$ cat config.mk
export PLATFORM = sky130hd
export DESIGN_NAME = wb_regfile
export DESIGN_NICKNAME = d
export VERILOG_FILES = /design/src/rtl/wb_regfile.sv
export SDC_FILE = /design/constraint.sdc
export NUM_CORES = 2
export LEC_CHECK = 0
export CAP_MARGIN = 20
export CORE_ASPECT_RATIO = 0.7
export CORE_MARGIN = 4
export CORE_UTILIZATION = 45
export DETAILED_ROUTE_END_ITERATION = 7
export PLACE_DENSITY_LB_ADDON = 0.08
export SLEW_MARGIN = 20
export SYNTH_ARGS = -nofsm -noshare
export SYNTH_HDL_FRONTEND = slang
export SYNTH_SLANG_ARGS = --single-unit
$ cat constraint.sdc
create_clock -name clock -period 6.75 [get_ports clock]
set_input_delay 2.025 -clock clock [delete_from_list [all_inputs] [get_ports clock]]
set_output_delay 2.025 -clock clock [all_outputs]
set_load 0.005 [all_outputs]
$ cat src/rtl/wb_regfile.sv
// Writeback stage: selects ALU vs load data, commits it to the 32-entry integer
// register file, serves two combinational decode read ports with same-cycle
// bypass, and counts writeback-enabled cycles for the retire counter.
module wb_regfile #(
    parameter int unsigned DataWidth    = 32,
    parameter int unsigned RegAddrWidth = 5,
    parameter int unsigned CountWidth   = 64
) (
    input  logic                    clock,
    input  logic                    reset,
    input  logic                    wb_reg_en,
    input  logic [DataWidth-1:0]    wb_alu_result,
    input  logic [DataWidth-1:0]    wb_mem_data,
    input  logic [RegAddrWidth-1:0] wb_rd,
    input  logic                    wb_mem_to_reg,
    input  logic [RegAddrWidth-1:0] rs1_addr,
    input  logic [RegAddrWidth-1:0] rs2_addr,
    output logic [DataWidth-1:0]    rs1_data,
    output logic [DataWidth-1:0]    rs2_data,
    output logic [DataWidth-1:0]    wb_data,
    output logic [CountWidth-1:0]   retire_count
);

    localparam int unsigned NumRegs = 2 ** RegAddrWidth;

    logic [DataWidth-1:0]  regs_q [NumRegs];
    logic [CountWidth-1:0] retire_q;
    logic [CountWidth-1:0] retire_d;
    logic                  wr_en;

    // Writeback data select; a pure mux, load data arrives already extended.
    always_comb begin
        wb_data = wb_mem_to_reg ? wb_mem_data : wb_alu_result;
    end

    // x0 is never written, so it stays at its reset value of zero.
    always_comb begin
        wr_en = wb_reg_en && (wb_rd != '0);
    end

    // Register array: synchronous clear on reset, otherwise commit the writeback.
    always_ff @(posedge clock) begin
        if (reset) begin
            for (int i = 0; i < NumRegs; i++) begin
                regs_q[i] <= '0;
            end
        end else if (wr_en) begin
            regs_q[wb_rd] <= wb_data;
        end
    end

    // Read port 1: zero under reset, bypass the in-flight write, x0 reads zero.
    always_comb begin
        rs1_data = '0;
        if (!reset) begin
            if (wr_en && (rs1_addr == wb_rd)) begin
                rs1_data = wb_data;
            end else if (rs1_addr != '0) begin
                rs1_data = regs_q[rs1_addr];
            end
        end
    end

    // Read port 2: identical selection to port 1.
    always_comb begin
        rs2_data = '0;
        if (!reset) begin
            if (wr_en && (rs2_addr == wb_rd)) begin
                rs2_data = wb_data;
            end else if (rs2_addr != '0) begin
                rs2_data = regs_q[rs2_addr];
            end
        end
    end

    // Retire counter next state: rd=0 writes still retire; wraps silently.
    always_comb begin
        retire_d = retire_q;
        if (wb_reg_en) begin
            retire_d = retire_q + CountWidth'(1);
        end
    end

    // Retire counter register.
    always_ff @(posedge clock) begin
        if (reset) begin
            retire_q <= '0;
        end else begin
            retire_q <= retire_d;
        end
    end

    assign retire_count = retire_q;

endmodule

# After elaboration in Yosys (flattened, before gate mapping)
# Memories as Yosys holds them, arrays and structs flattened.
# Index checks and enable logic that the tools add are counted.
[totals] reg_bits=64 ram_bits=1024 in_bits=83 out_inout_bits=160 wordCells=27 n_memories=1
[classes] addsub=1 n_eq_ne=2 mux=15 n_reduce_logical=7
[memory_table] memory="regs_q" depth=32 width=32 read_ports=2 rd_clocked_by_memory_dff=0 wr=32 line_no="26" source="logic [DataWidth-1:0] regs_q [NumRegs];"
[op_table] operator="2-to-1 mux 32 bit" count=8
[op_table] operator="adder 64 x 1 -> 64 bit (second input constant)" count=1
[op_table] operator="OR reduction 32 bit" count=1
[op_table] operator="nonzero test 5 bit" count=3
[op_table] operator="equality test 5 bit" count=2
[op_table] operator="2-to-1 mux 1 bit" count=6
[op_table] operator="2-to-1 mux 5 bit" count=1
[op_table] operator="logical AND 1 bit" count=3

# Logic depth before layout (Yosys ltp)
[depth] depth_word=7 depth_mapped=10 depth_no_buf=6

# Worst setup path after synthesis
# OpenSTA, ideal clock, no wires.
[synth_path] path_type="input port to output port" from="in rs2_addr[1]" to="out rs2_data[0]" arrival_time_ns=4.151 required_ns=4.725 path_slack_ns=0.574 cell_stages=6 path_buffers=2 cell_sequence="clkbuf_1 > clkbuf_1 > mux4_2 > mux4_2 > nor2b_1 > a211o_1"
[synth_between] elab_chain_len=4 elab_cells_between_ends=7 cone_classes="1 x eq/ne; 3 x mux; 2 x reduce/logical; 1 x memory"
[synth_rtl] item="start: declaration" line_no="17" source="input logic [RegAddrWidth-1:0] rs2_addr,"
[synth_rtl] item="memory (32 x 32 bit), or another cell as far along"
[synth_rtl] item="2-to-1 mux 32 bit / logical AND 1 bit (equally long branches)" line_no="70, 68"
[synth_rtl] item="2-to-1 mux 32 bit (*)" line_no="68" source="if (wr_en && (rs2_addr == wb_rd)) begin"
[synth_rtl] item="2-to-1 mux 32 bit (*)" line_no="67" source="if (!reset) begin"
[synth_rtl] item="end: declaration" line_no="19" source="output logic [DataWidth-1:0] rs2_data,"
# Every way passes the cells marked *; elsewhere a longest branch is shown, timed or not.

# Worst setup path in the final report
[layout_path] from="in rs1_addr[4]" to="out rs1_data[1]"
[layout_between] elab_chain_len=4 elab_cells_between_ends=7 cone_classes="1 x eq/ne; 3 x mux; 2 x reduce/logical; 1 x memory"
[layout_rtl] item="start: declaration" line_no="16" source="input logic [RegAddrWidth-1:0] rs1_addr,"
[layout_rtl] item="memory (32 x 32 bit), or another cell as far along"
[layout_rtl] item="2-to-1 mux 32 bit / logical AND 1 bit (equally long branches)" line_no="58, 56"
[layout_rtl] item="2-to-1 mux 32 bit (*)" line_no="56" source="if (wr_en && (rs1_addr == wb_rd)) begin"
[layout_rtl] item="2-to-1 mux 32 bit (*)" line_no="55" source="if (!reset) begin"
[layout_rtl] item="end: declaration" line_no="18" source="output logic [DataWidth-1:0] rs1_data,"
# Marks and branches as above.

==> parameters.txt <==
Parameter                              Value

Timing
  RSZ-0062 raised after global routing ... false
  Clock Skew ... 0.00647 ns
  Number of failing hold endpoints at the final stage ... 0
  F_max ... 150 MHz
  Setup violation total in the final timing report ... 0
  Hold slack ... ~0.48 ns
  Shortest period the worst path allows ... 6.66 ns
  Number of max-slew violations in the final report ... 0
  Worst Max-Slew Pin Slew ... ~0.95 ns
  Worst max-slew margin expressed relative to the limit ... 36.6%
  Final Cycle Share ... 98.7%

GRT
  Total congestion overflow ... 0
  Maximum number of pins on one net before global-route repair ... 66
  Number of antenna violations at the first check in global routing ... 4
  First-pass GRT wire length ... 275,000 um
  Vias in the first global route ... around 37,000
  Total global-route track usage ... 30.0%

Route
  DRT Pass-1 Iters ... 5
  Avg WL per Cell ... roughly 33 um
  Vias after detailed routing ... approximately 38,000
  Via-to-Cell Ratio ... 6.44
  Detail Route Antenna Nets ... 0
  Number of design-rule violations left by the first detailed-router iteration ... 5,371
  Routed wire length ... 192,000 um
  Number of remaining DRC errors ... 0

Worst setup path
  Startpoint of the worst-slack reg-to-reg timing path ... retire_count[11]$_SDFFE_PP0P_
  Reg2Reg Depth ... 5
  Kind of end point of the critical path ... output pin
  CP startpoint kind ... primary input
  Endpoint of the worst register-to-register path ... retire_count[57]$_SDFFE_PP0P_
  CP Data Arrival Time ... 4.63 ns
  WP data required ... 4.72 ns
  Setup Crit Path Kind ... in -> out
  Critical Path Fanout Max ... 11
  Reg2Reg Setup Slack ... around 3.8 ns

Synthesis
  Post-synthesis register bit count ... 1,088
  Fraction of registers with async set/reset ... 0%
  Yosys top cell by area ... sky130_fd_sc_hd__edfxtp_1
  Fraction of the yosys area taken by sequential cells ... 57.9%
  Synthesized cell area ... 0.0553 mm2
  Post-synth top flop ... sky130_fd_sc_hd__edfxtp_1
  Proportion of netlist area held by the largest area contributor ... a little under three fifths
  Yosys synthesis warning count ... 0
  Mean Syn Cell Area ... 14.4 um2
  Number of synthesized flops with an enable pin ... 1,024
  Cell count after synthesis ... 3,840
  Most area-consuming cells after synthesis ... sky130_fd_sc_hd__edfxtp_1 56%, sky130_fd_sc_hd__mux4_2 23%, sky130_fd_sc_hd__nor2_1 7.0%
  Distinct cell type count of the synthesized netlist ... 49

Clocking
  Number of CTS-inserted buffers ... 110
  TritonCTS clock tree ... done
  Count of hold buffers inserted by post-cts repair ... 0
  CTS root buf ... sky130_fd_sc_hd__clkbuf_16
  TritonCTS Sinks ... 1,088
  Clock slew at reported path FFs ... 0.06 ns
  Number of levels the H-tree was split into ... 3
  Clock latency on the worst-skew pair ... 0.72 ns
  Clock Path Buffers ... 3

Final layout
  Share of final-layout standard cells stronger than drive strength 1 ... between 20% and 30%
  Commonest cells after routing, fill and taps aside ... 1,030 x sky130_fd_sc_hd__nor2_1, 1,024 x sky130_fd_sc_hd__edfxtp_1, 576 x sky130_fd_sc_hd__mux4_2, 227 x sky130_fd_sc_hd__clkdlybuf4s50_1, 223 x sky130_fd_sc_hd__buf_4
  Post-synthesis to final-layout area growth ... 18.8%
  Most common cell after layout, fill and taps aside ... sky130_fd_sc_hd__nor2_1
  Fillcell total ... 9,921
  Nets@finish ... 4,194

Hold path
  Hold-critical path depth ... 2
  Hold EP ... retire_count[63]$_SDFFE_PP0P_
  Worst min-delay path class ... reg -> reg
  Critical hold path startpoint ... retire_count[63]$_SDFFE_PP0P_

Die
  Overall die area ... 0.129 mm2
  Initial Utilization ... 45.4%
  Site row count ... 107
  Top-level I/O count ... 243
  Width of the chip ... between 400 and 500 um
  Vertical extent of the die ... 301 um
  Floorplan Core Area ... 0.122 mm2

Run
  Max-capacitance violation count ... 0

Pwr
  Power, Total ... 16,500 uW
  Leakage Power ... 0.0226 uW
  Power per standard cell area ... 251 mW/mm2
  Maximum VDD drop ... 0.000210 V

Place
  HPWL after detailed placement ... between 100,000 and 150,000 um
  IO Port Bufs ... 242
  Final GP Congestion ... between 0.8 and 0.9

Run status
  Result of the run ... completed
## routing by layer
layer | wire, um | part of all wire [%] | track usage, % | vias up
met5 | 13 | 0.0068 | 0 | -
met1 | 78100 | 41 | 44.5 | 19600
li1 | - | - | - | 15300
met2 | 84800 | 44 | 44.2 | 2299
met4 | 7950 | 4.1 | 10.4 | 2
met3 | 21100 | 11 | 6.33 | 367
## synth_stat cells, types with 17 or more instances
cell and n:
sky130_fd_sc_hd__a211o_1 64, sky130_fd_sc_hd__a21oi_1 96, sky130_fd_sc_hd__a22oi_1 128, sky130_fd_sc_hd__buf_1 37
sky130_fd_sc_hd__buf_2 55, sky130_fd_sc_hd__clkbuf_1 311, sky130_fd_sc_hd__dfxtp_1 64, sky130_fd_sc_hd__edfxtp_1 1024
sky130_fd_sc_hd__inv_1 36, sky130_fd_sc_hd__mux2i_1 33, sky130_fd_sc_hd__mux4_2 576, sky130_fd_sc_hd__nand2_1 94
sky130_fd_sc_hd__nand3_1 26, sky130_fd_sc_hd__nor2_1 1032, sky130_fd_sc_hd__nor2b_1 69, sky130_fd_sc_hd__nor4_1 17
sky130_fd_sc_hd__o31ai_1 21, sky130_fd_sc_hd__or4_1 21, sky130_fd_sc_hd__xnor2_1 29
## stage by stage
stage	worst slack (ns)	instance area [um2]	std cells	setup TNS, ns	utilization, %
6_report	0.0909	65700	5838	0	53.9
5_1_grt	0.0165	65700	5837	0	53.9
4_1_cts	0.00143	65600	5831	0	53.8
3_5_place_dp	-0.194	61900	5625	-4.38	50.8
3_3_place_gp	-0.196	61900	5625	-4.24	50.8
2_1_floorplan	0.574	55400	3871	0	-
## what timing repair did
action | in CTS | in global routing
resized for setup | 3 | 7
pin swaps | 2 | 0
endpoints found under the hold margin | 0 | 0
setup buffers | 4 | 3
setup endpoints to repair | 40 | 35
## power breakdown
part / switching (uW) / internal, uW
Clock: 2710 / 3650
Combinational: 1200 / 1040
Sequential: 171 / 7730
## state kept, by name (all words and copies together) (netlist names)
register	count
regs_q	1024
retire_count	64
## worst max-delay path by stage
stage / endpoint / slack, ns / cells past startpoint / from
final: rs1_data[1] / 0.09 / 9 / rs1_addr[4]
after detailed placement: rs1_data[3] / -0.19 / 8 / wb_rd[3]
after global placement: rs1_data[11] / -0.20 / 8 / wb_rd[3]
after floorplan: rs2_data[0] / 0.57 / 6 / rs2_addr[1]
after global routing: rs2_data[11] / 0.02 / 9 / wb_rd[2]
after CTS: rs2_data[25] / 0.001 / 9 / wb_rd[0]
## kinds of logic after synthesis
| family | Yosys count | synth area share (%) |
|---|---|---|
| AO/OA/AOI/OAI | 327 | 4.13 |
| XOR/XNOR | 39 | 0.618 |
| adder cells (fa/ha/maj) | 1 | 0.0226 |
| buffers and inverters | 442 | 3.15 |
| flip-flops | 1088 | 57.9 |
| multiplexers | 609 | 24.1 |
| other | 1 | 0.00678 |
| AND/OR/NAND/NOR | 1333 | 10.1 |
## critical path, stage by stage
cell and delay, ns:
sky130_fd_sc_hd__clkdlybuf4s50_1 0.62, sky130_fd_sc_hd__xnor2_1 0.16, sky130_fd_sc_hd__nand3_1 0.22, sky130_fd_sc_hd__o311ai_4 0.35, sky130_fd_sc_hd__buf_4 0.18, sky130_fd_sc_hd__buf_4 0.23, sky130_fd_sc_hd__nor2b_1 0.08, sky130_fd_sc_hd__a211o_1 0.30
sky130_fd_sc_hd__clkdlybuf4s50_1 0.46
## final cells by class
cell class / count / area [um2] / area share [%]
Timing Repair Buffer: 532 / 5470 / 8.33
Sequential cell: 1088 / 32000 / 48.8
Tap cell: 1635 / 2050 / 3.11
Inverter: 37 / 139 / 0.211
Clock buffer: 138 / 2940 / 4.48
Clock inverter: 64 / 706 / 1.07
Multi-Input combinational cell: 2341 / 22300 / 34.0
Antenna cell: 3 / 7.51 / 0.0114
Power figures use the tool's default switching activity.
